File: src/rtl/adder_tree_pkg.sv
// -----------------------------------------------------------------------------
// adder_tree_pkg
// Shared sizing helpers and types for the pipelined adder-tree multiplier.
//   DEFAULT_N    : default log2 of the operand width (8-bit operands)
//   width_of()   : operand width for a given N (2**N)
//   level_base() : node offset of a tree level inside the flattened node vector
//   stage_vld_t  : valid bits for stages 0..DEFAULT_N
// -----------------------------------------------------------------------------
package adder_tree_pkg;

    localparam int unsigned DEFAULT_N = 3;

    // One valid bit per pipeline stage (partial-product stage plus N adder levels).
    typedef logic [DEFAULT_N:0] stage_vld_t;

    // Operand width for a tree of depth n.
    function automatic int unsigned width_of(input int unsigned n);
        return 32'(1) << n;
    endfunction

    // Index of the first node of level k when all levels are packed back to back,
    // level 0 holding w nodes and each later level half of the previous one.
    function automatic int unsigned level_base(input int unsigned w, input int unsigned k);
        return (2 * w) - ((2 * w) >> k);
    endfunction

endpackage

File: src/rtl/adder_tree_level.sv
// -----------------------------------------------------------------------------
// adder_tree_level
// One registered level of the adder tree: sums adjacent pairs of IN_CNT
// PW-bit inputs into IN_CNT/2 registered outputs (mod 2**PW).
// Ports:
//   clk       : rising-edge clock
//   rst       : synchronous active-high reset (clears valid and sums)
//   en        : global pipeline advance; level holds when low
//   in_valid  : previous level holds a valid transaction
//   in_data   : IN_CNT packed PW-bit operands, element j at [j*PW +: PW]
//   out_valid : this level holds a valid transaction
//   out_data  : IN_CNT/2 packed PW-bit sums
// -----------------------------------------------------------------------------
module adder_tree_level #(
    parameter int unsigned IN_CNT = 2,
    parameter int unsigned PW     = 16
) (
    input  logic                           clk,
    input  logic                           rst,
    input  logic                           en,
    input  logic                           in_valid,
    input  logic [IN_CNT*PW-1:0]           in_data,
    output logic                           out_valid,
    output logic [(IN_CNT/2)*PW-1:0]       out_data
);

    localparam int unsigned OUT_CNT = IN_CNT / 2;

    logic                    vld_d;
    logic                    vld_q;
    logic [OUT_CNT*PW-1:0]   sum_d;
    logic [OUT_CNT*PW-1:0]   sum_q;

    // Next state: valid follows the upstream stage on advance; sums only load
    // for real transactions so bubbles never overwrite held data.
    always_comb begin
        vld_d = vld_q;
        sum_d = sum_q;
        if (en) begin
            vld_d = in_valid;
            if (in_valid) begin
                for (int j = 0; j < int'(OUT_CNT); j++) begin
                    sum_d[j*PW +: PW] = in_data[(2*j)*PW +: PW] + in_data[(2*j+1)*PW +: PW];
                end
            end
        end
    end

    // Level registers.
    always_ff @(posedge clk) begin
        if (rst) begin
            vld_q <= 1'b0;
            sum_q <= '0;
        end else begin
            vld_q <= vld_d;
            sum_q <= sum_d;
        end
    end

    assign out_valid = vld_q;
    assign out_data  = sum_q;

endmodule

File: src/rtl/adder_tree_mult_pipe.sv
// -----------------------------------------------------------------------------
// adder_tree_mult_pipe
// Pipelined W x W multiplier (W = 2**N): stage 0 registers W partial products,
// then N registered adder levels reduce them to the PW-bit product.
// Valid/ready handshake with a single global advance; latency N+1 advancing
// cycles, one result per cycle at full throughput.
// Ports:
//   clk        : rising-edge clock
//   rst        : synchronous active-high reset; discards all in-flight work
//   in_valid   : operand pair present
//   in_ready   : operands accepted this cycle (combinational advance)
//   in_signed  : 1 = two's-complement operands, 0 = unsigned (per transaction)
//   A, B       : W-bit multiplicand / multiplier
//   out_valid  : P holds a valid result
//   out_ready  : consumer accepts P this cycle
//   P          : PW-bit product
// Optional (macro ADDER_TREE_PERF_CNT_EN):
//   perf_done  : count of results accepted by the consumer (wraps at 2**32)
//   perf_stall : count of cycles with a result held by backpressure
// -----------------------------------------------------------------------------
module adder_tree_mult_pipe
    import adder_tree_pkg::*;
#(
    parameter  int unsigned N  = DEFAULT_N,
    localparam int unsigned W  = width_of(N),
    localparam int unsigned PW = 2 * width_of(N)
) (
    input  logic          clk,
    input  logic          rst,
    input  logic          in_valid,
    output logic          in_ready,
    input  logic          in_signed,
    input  logic [W-1:0]  A,
    input  logic [W-1:0]  B,
    output logic          out_valid,
    input  logic          out_ready,
    output logic [PW-1:0] P
`ifdef ADDER_TREE_PERF_CNT_EN
    ,
    output logic [31:0]   perf_done,
    output logic [31:0]   perf_stall
`endif
);

    // All tree nodes packed level after level: W + W/2 + ... + 1 entries.
    localparam int unsigned NODES = 2 * W - 1;

    logic                  advance_c;
    logic [PW-1:0]         a_ext_c;
    logic [W*PW-1:0]       pp_c;

    logic                  s0_vld_d;
    logic                  s0_vld_q;
    logic [W*PW-1:0]       s0_pp_d;
    logic [W*PW-1:0]       s0_pp_q;

    logic [NODES*PW-1:0]   tree;
    logic [N:0]            vld;

    // The whole pipe moves together unless a result is waiting on the consumer.
    assign advance_c = !out_valid || out_ready;
    assign in_ready  = advance_c;

    // Partial products. The multiplier's MSB carries weight -2**(W-1) in
    // signed mode, so its row is negated; the extended multiplicand makes
    // every row correct modulo 2**PW.
    always_comb begin
        a_ext_c = {{(PW-W){in_signed & A[W-1]}}, A};
        pp_c    = '0;
        for (int i = 0; i < int'(W); i++) begin
            if (B[i]) begin
                pp_c[i*PW +: PW] = a_ext_c << i;
            end
        end
        if (in_signed) begin
            pp_c[(W-1)*PW +: PW] = PW'(~pp_c[(W-1)*PW +: PW]) + PW'(1);
        end
    end

    // Stage 0 next state: data loads only for accepted transactions.
    always_comb begin
        s0_vld_d = s0_vld_q;
        s0_pp_d  = s0_pp_q;
        if (advance_c) begin
            s0_vld_d = in_valid;
            if (in_valid) begin
                s0_pp_d = pp_c;
            end
        end
    end

    // Stage 0 registers.
    always_ff @(posedge clk) begin
        if (rst) begin
            s0_vld_q <= 1'b0;
            s0_pp_q  <= '0;
        end else begin
            s0_vld_q <= s0_vld_d;
            s0_pp_q  <= s0_pp_d;
        end
    end

    assign tree[W*PW-1:0] = s0_pp_q;
    assign vld[0]         = s0_vld_q;

    // N registered adder levels, each halving the node count.
    for (genvar k = 1; k <= int'(N); k++) begin : g_level
        localparam int unsigned IN_CNT   = W >> (k - 1);
        localparam int unsigned IN_BASE  = level_base(W, k - 1);
        localparam int unsigned OUT_BASE = level_base(W, k);

        adder_tree_level #(
            .IN_CNT (IN_CNT),
            .PW     (PW)
        ) u_level (
            .clk       (clk),
            .rst       (rst),
            .en        (advance_c),
            .in_valid  (vld[k-1]),
            .in_data   (tree[IN_BASE*PW +: IN_CNT*PW]),
            .out_valid (vld[k]),
            .out_data  (tree[OUT_BASE*PW +: (IN_CNT/2)*PW])
        );
    end

    assign out_valid = vld[N];
    assign P         = tree[(NODES-1)*PW +: PW];

`ifdef ADDER_TREE_PERF_CNT_EN
    logic [31:0] perf_done_d;
    logic [31:0] perf_done_q;
    logic [31:0] perf_stall_d;
    logic [31:0] perf_stall_q;

    // Completed handshakes and backpressure cycles; both wrap naturally.
    always_comb begin
        perf_done_d  = perf_done_q;
        perf_stall_d = perf_stall_q;
        if (out_valid && out_ready) begin
            perf_done_d = perf_done_q + 32'd1;
        end
        if (out_valid && !out_ready) begin
            perf_stall_d = perf_stall_q + 32'd1;
        end
    end

    always_ff @(posedge clk) begin
        if (rst) begin
            perf_done_q  <= '0;
            perf_stall_q <= '0;
        end else begin
            perf_done_q  <= perf_done_d;
            perf_stall_q <= perf_stall_d;
        end
    end

    assign perf_done  = perf_done_q;
    assign perf_stall = perf_stall_q;
`endif

endmodule

File: config.mk
export PLATFORM = sky130hd
export DESIGN_NAME = adder_tree_mult_pipe
export DESIGN_NICKNAME = d
export VERILOG_FILES = /design/src/rtl/adder_tree_pkg.sv /design/src/rtl/adder_tree_level.sv /design/src/rtl/adder_tree_mult_pipe.sv
export SDC_FILE = /design/constraint.sdc
export NUM_CORES = 1
export LEC_CHECK = 0
export CELL_PAD_IN_SITES_DETAIL_PLACEMENT = 1
export CELL_PAD_IN_SITES_GLOBAL_PLACEMENT = 1
export CORE_MARGIN = 2
export CORE_UTILIZATION = 30
export CTS_CLUSTER_SIZE = 30
export DETAILED_ROUTE_END_ITERATION = 8
export GPL_TIMING_DRIVEN = 0
export HOLD_SLACK_MARGIN = 0.02
export PLACE_DENSITY_LB_ADDON = 0.1
export SLEW_MARGIN = 15
export SYNTH_ARGS = -nofsm -noshare
export SYNTH_HDL_FRONTEND = slang
export SYNTH_SLANG_ARGS = --single-unit
File: constraint.sdc
create_clock -name clk -period 2.4 [get_ports clk]
set_input_delay 0.24 -clock clk [delete_from_list [all_inputs] [get_ports clk]]
set_output_delay 0.24 -clock clk [all_outputs]
set_load 0.01 [all_outputs]
# Word level (Yosys, flattened, before mapping)
# Index checks and enable logic that the tools add are counted.
word_totals:
  ff_bits: 244
  elab_cells: 33
  out_inout_bits: 18
classes:
  bitwise: 2
  n_reduce_logical: 6
  n_addsub: 8
  mux: 9
ops:
  columns: ["op", "n"]
  rows:
  - ["16-bit 2-to-1 mux", 9]
  - ["16-bit adder", 7]
  - ["16-bit by 1-bit adder with 16-bit output (second input constant)", 1]
  - ["16-bit NOT", 1]
  - ["2-bit AND reduction", 4]
  - ["1-bit bitwise AND", 1]
  - ["1-bit logical NOT", 1]
  - ["1-bit logical OR", 1]

# Logic depth before layout (Yosys ltp)
logic_depth:
  depth_word: 5
  mapped_depth: 9
  ltp_nobuf: 9

# Modules after synthesis
# From an unflattened synthesis, not the netlist that was laid out.
hier_totals:
  cells_unflattened: 1443
  area_unflattened_um2: 11579.9
by_module_without_submodules:
  columns: ["mod", "area_each_um2", "cells_per_inst", "n_inst"]
  rows:
  - ["adder_tree_level (g_level[1].u_level)", 4887.2, 618, 1]
  - ["adder_tree_mult_pipe", 2931.6, 366, 1]
  - ["adder_tree_level (g_level[2].u_level)", 2479.9, 304, 1]
  - ["adder_tree_level (g_level[3].u_level)", 1281.2, 155, 1]

# Worst setup path before layout
# OpenSTA, ideal clock, no wires.
synth_timing:
  kind: "flip-flop to flip-flop"
  from: "register s0_pp_q[1]"
  to: "register g_level[1].u_level.sum_q[11]"
  period_less_slack_ns: 1.995
  path_slack_ns: 0.405
  t_required_ns: 2.308
  path_stages_with_launch: 9
  arrival_time_ns: 1.903
  cell_sequence: "dfxtp_1 ha_1 fa_1 a21o_1 a21oi_1 o211ai_1 a21oi_1 nor3_1 nor4_1"
synth_between:
  elab_chain_cells: 1
synth_rtl:
  columns: ["element", "line", "text"]
  rows:
  - ["from (decl)", "adder_tree_mult_pipe.sv:55", "logic [W*PW-1:0] s0_pp_q;"]
  - ["from (signal assigned)", "adder_tree_mult_pipe.sv:99", "s0_pp_q <= s0_pp_d;"]
  - ["16-bit adder", "adder_tree_level.sv:43", "sum_d[j*PW +: PW] = in_data[(2*j)*PW +: PW] + in_data[(2*j+1)*PW +: PW];"]
  - ["to (signal assigned)", "adder_tree_level.sv:56", "sum_q <= sum_d;"]
  - ["to (decl)", "adder_tree_level.sv:32", "logic [OUT_CNT*PW-1:0] sum_q;"]
# No other way between the ends.
# A chain may end at the register's enable or synchronous reset.

# Final worst setup path
layout_timing:
  from: "register g_level[1].u_level.sum_q[2]"
  to: "register g_level[2].u_level.sum_q[14]"
layout_between:
  elab_chain_cells: 1
layout_rtl:
  columns: ["element", "line"]
  rows:
  - ["16-bit adder", "adder_tree_level.sv:43"]
  - ["to (signal assigned)", "adder_tree_level.sv:56"]
  - ["to (decl)", "adder_tree_level.sv:32"]
# No other way between the ends.

==> metrics <==
CTS buffer count=17; area delta synth->final=15.2%; detailed placement HPWL=22,600 um; Pwr Total=roughly 6.6 mW; Fin Clk Skew=approximately 0.011 ns; synth top area cells=dfxtp_1, ha_1, a21oi_1, nand2_1, nand3_1; Inst Count DP=1,545; Yosys Warn Count=0; first-pass GRT wire length=around 45,000 um; Setup TNS=0 ns; clock-pin slew on the worst setup and hold paths=around 0.08 ns; register area=roughly 3400 sq um; GP Congestion=roughly 0.79; post-route minimum period=2.23 ns; syn_nets=1,227; Hold Crit Depth=3; max_cap viols=0; Int Pwr=4.62 mW; Hold Vio Cnt, Final=0; Die Ht=about 180 um; library cells used by synthesis=58; Overall Global Routing Usage=a little under a fifth; multi-input logic area=~5200 sq um; cells along the critical path=ha_1, inv_1, fa_1, nand2b_1, a21o_1, a31o_2, a31oi_1, xor2_1, a22o_1; Setup Fix Bufs, Post-CTS=0; switching share of power=between 30% and 40%; worst r2r src=g_level[1].u_level.out_data[2]; Setup CP Type=flop to flop; worst hold path endpoint=s0_pp_q[54]; RSZ-0062 raised after global routing=no; initial drt markers=~330; via count=just under 8,000; VDD IR max=a little over 0.4 mV; H-tree Lvls=4; number of routed nets with antenna violations=0; DP Area=roughly 9700 sq um; worst r2r path cells=9; Clk pwr share=between 40% and 50%; fin cells=~1,600; FMAX=about 0.45 GHz; critical path's slowest cell=fa_1; register area share after synthesis=38.3%; input/output buffers=25; share of cells above drive strength 1=between 5 and 6%; count leader, synth=nand2_1; CP max FO=3; Ant. Diodes=0; CP required=2.74 ns; GRT overflow=0; Synth Register Bits=172; Tcrit/Tclk final=approximately 93%; Post-Route WL=just under 30,000 um; Root Buffer=clkbuf_16; HP Class=input pin to flop; die area=~31,000 sq um; setup slack, reg-to-reg=roughly 0.17 ns; post-synthesis async set-or-reset flop share=0%; Post-Syn Instances=~1,100; slew of the pin with the lowest slew margin=between 0.8 and 0.9 ns; PwrDens=640 nW/um^2; Seq pwr share=~46%; num rows=between 60 and 70; EDFF count, synth=0; Util after Layout=35.1%; HP Start=A[3]; Rel. slew slack=a little over two fifths; Worst setup SP type=flop; final slew viol count=0; Leak Pwr=4.03 nW; # fillers=around 3,600; final net count=~1,300; # IOs=39; leading area contributor after synthesis=dfxtp_1; Crit path buffers/inverters=1; Core Box Area=around 30,000 sq um; Critical Path Sink Type=flop; post-synth top area share=approximately two fifths; number of global-route vias before repair=approximately 8,000; Max stage delay on crit path=around 0.37 ns; drt pass-1 iters=5; Top FF cell, synth=dfxtp_1; Post-synth top cells=nand2_1, dfxtp_1, a21oi_1; drt wl/cell=between 15 and 20 um; Mean Syn Cell Area=between 7 and 8 sq um; CTS tree=yes; P_sw=approximately 2 mW; CP top delay family=compound AO/OA/AOI/OAI gates; run status=completed; endpoints failing setup=0; initial antenna violation count=1; fin area=10,400 sq um; Starting Density=30.4%; largest net degree at the start of global routing=21; reg-to-reg critical path endpoint=g_level[2].u_level.out_data[14]; worst path arrival time=2.57 ns; Clock Path Buffers=2; combinational share of power=11.0%; clk_lat worst skew=around 0.45 ns; Sink Count=around 170; via/cell ratio=just under 5; DRC violations left=0; Die Wd=around 180 um; Netlist Area Pre-Place=9000 sq um
stage by stage:
step / hold slack [ns] / setup WS [ns]
floorplan: 0.432 / 0.405
global placement: 0.440 / -0.123
detailed placement: 0.448 / -0.114
CTS: 0.188 / 0.0680
global route: 0.199 / 0.00252
finish: 0.199 / 0.166
cells in the final DEF, fill, tap and decap left out, drive strengths merged, types with 9 or more instances in the layout:
cell,Yosys,final
o21a,9,9
a211oi,21,21
nand2,209,209
a21o,17,17
xor2,18,18
a21oi,166,166
nor2b,13,13
buf,32,32
nor3,18,18
inv,26,30
nand2b,12,12
clkdlybuf4s50,0,25
nand3,66,66
xnor2,30,30
or3,9,9
clkbuf,41,58
clkinv,0,11
dfxtp,172,172
nor2,74,74
o21ai,40,40
nand4,9,9
ha,69,69
tightest hold or removal path, cell delays in order:
cell and delay, ns:
buf_2 0.20, nand3_1 0.10, a21oi_1 0.06
sequential cells by signal, indices dropped and copies added, names as in the netlist:
register / count
g_level.u_level.out_data: 96
s0_pp_q: 72
g_level.u_level.out_valid: 3
s0_vld_q: 1
how the worst max path moves through the flow:
stage                                              start                               to  slack, ns  cells after the start
after floorplan                               s0_pp_q[1]  g_level[1].u_level.out_data[11]       0.40                      8
after global placement                         out_ready  g_level[1].u_level.out_data[58]      -0.12                      8
after detailed placement                       out_ready  g_level[1].u_level.out_data[40]      -0.11                      8
after CTS                                    s0_pp_q[69]  g_level[1].u_level.out_data[47]       0.07                      7
after global routing      g_level[1].u_level.out_data[2]  g_level[2].u_level.out_data[14]      0.003                      9
final                     g_level[1].u_level.out_data[2]  g_level[2].u_level.out_data[14]       0.17                      9
cells by family (layout without fill, tap and decap cells):
family / count (synthesis) / after routing / synth area share [%]
AO/OA/AOI/OAI: 292 / 292 / 19.3
XOR/XNOR: 48 / 48 / 4.67
adder cells (fa/ha/maj): 76 / 76 / 11.2
buffers and inverters: 99 / 156 / 4.44
flip-flops: 172 / 172 / 38.3
multiplexers: 2 / 2 / 0.223
AND/OR/NAND/NOR: 441 / 441 / 21.9
routing by layer:
layer  up-vias  GRT usage [%]  wire [um]
li1       4012              -          -
met4         0           4.65        389
met2        93           30.4      13000
met3        18           2.51        730
met1      3664           27.0      14700
met5         -              0          0
layout make-up:
cell class	count	area share (%)
well taps	390	4.71
inverters	26	0.942
plain buffers	73	2.91
repair buffers	25	2.41
flip-flops and latches	172	33.2
clock buffers	17	4.10
multi-input cells	859	49.8
clock inverters	15	1.92
repair_timing:
action / CTS / global route
endpoints found under the setup margin: 0 / 3
hold buffers: 0 / 0
gates resized for setup: 0 / 2
power groups by stage:
stage	combinational, mW	clock [mW]	sequential [mW]
after detailed placement	0.737	0	3.09
after global routing	0.825	3.06	3.03
after CTS	0.743	2.96	3.02
final	0.732	2.88	3.02
after global placement	0.731	0	3.09
after floorplan	0.492	0	3.06
Power figures use the tool's default switching activity.
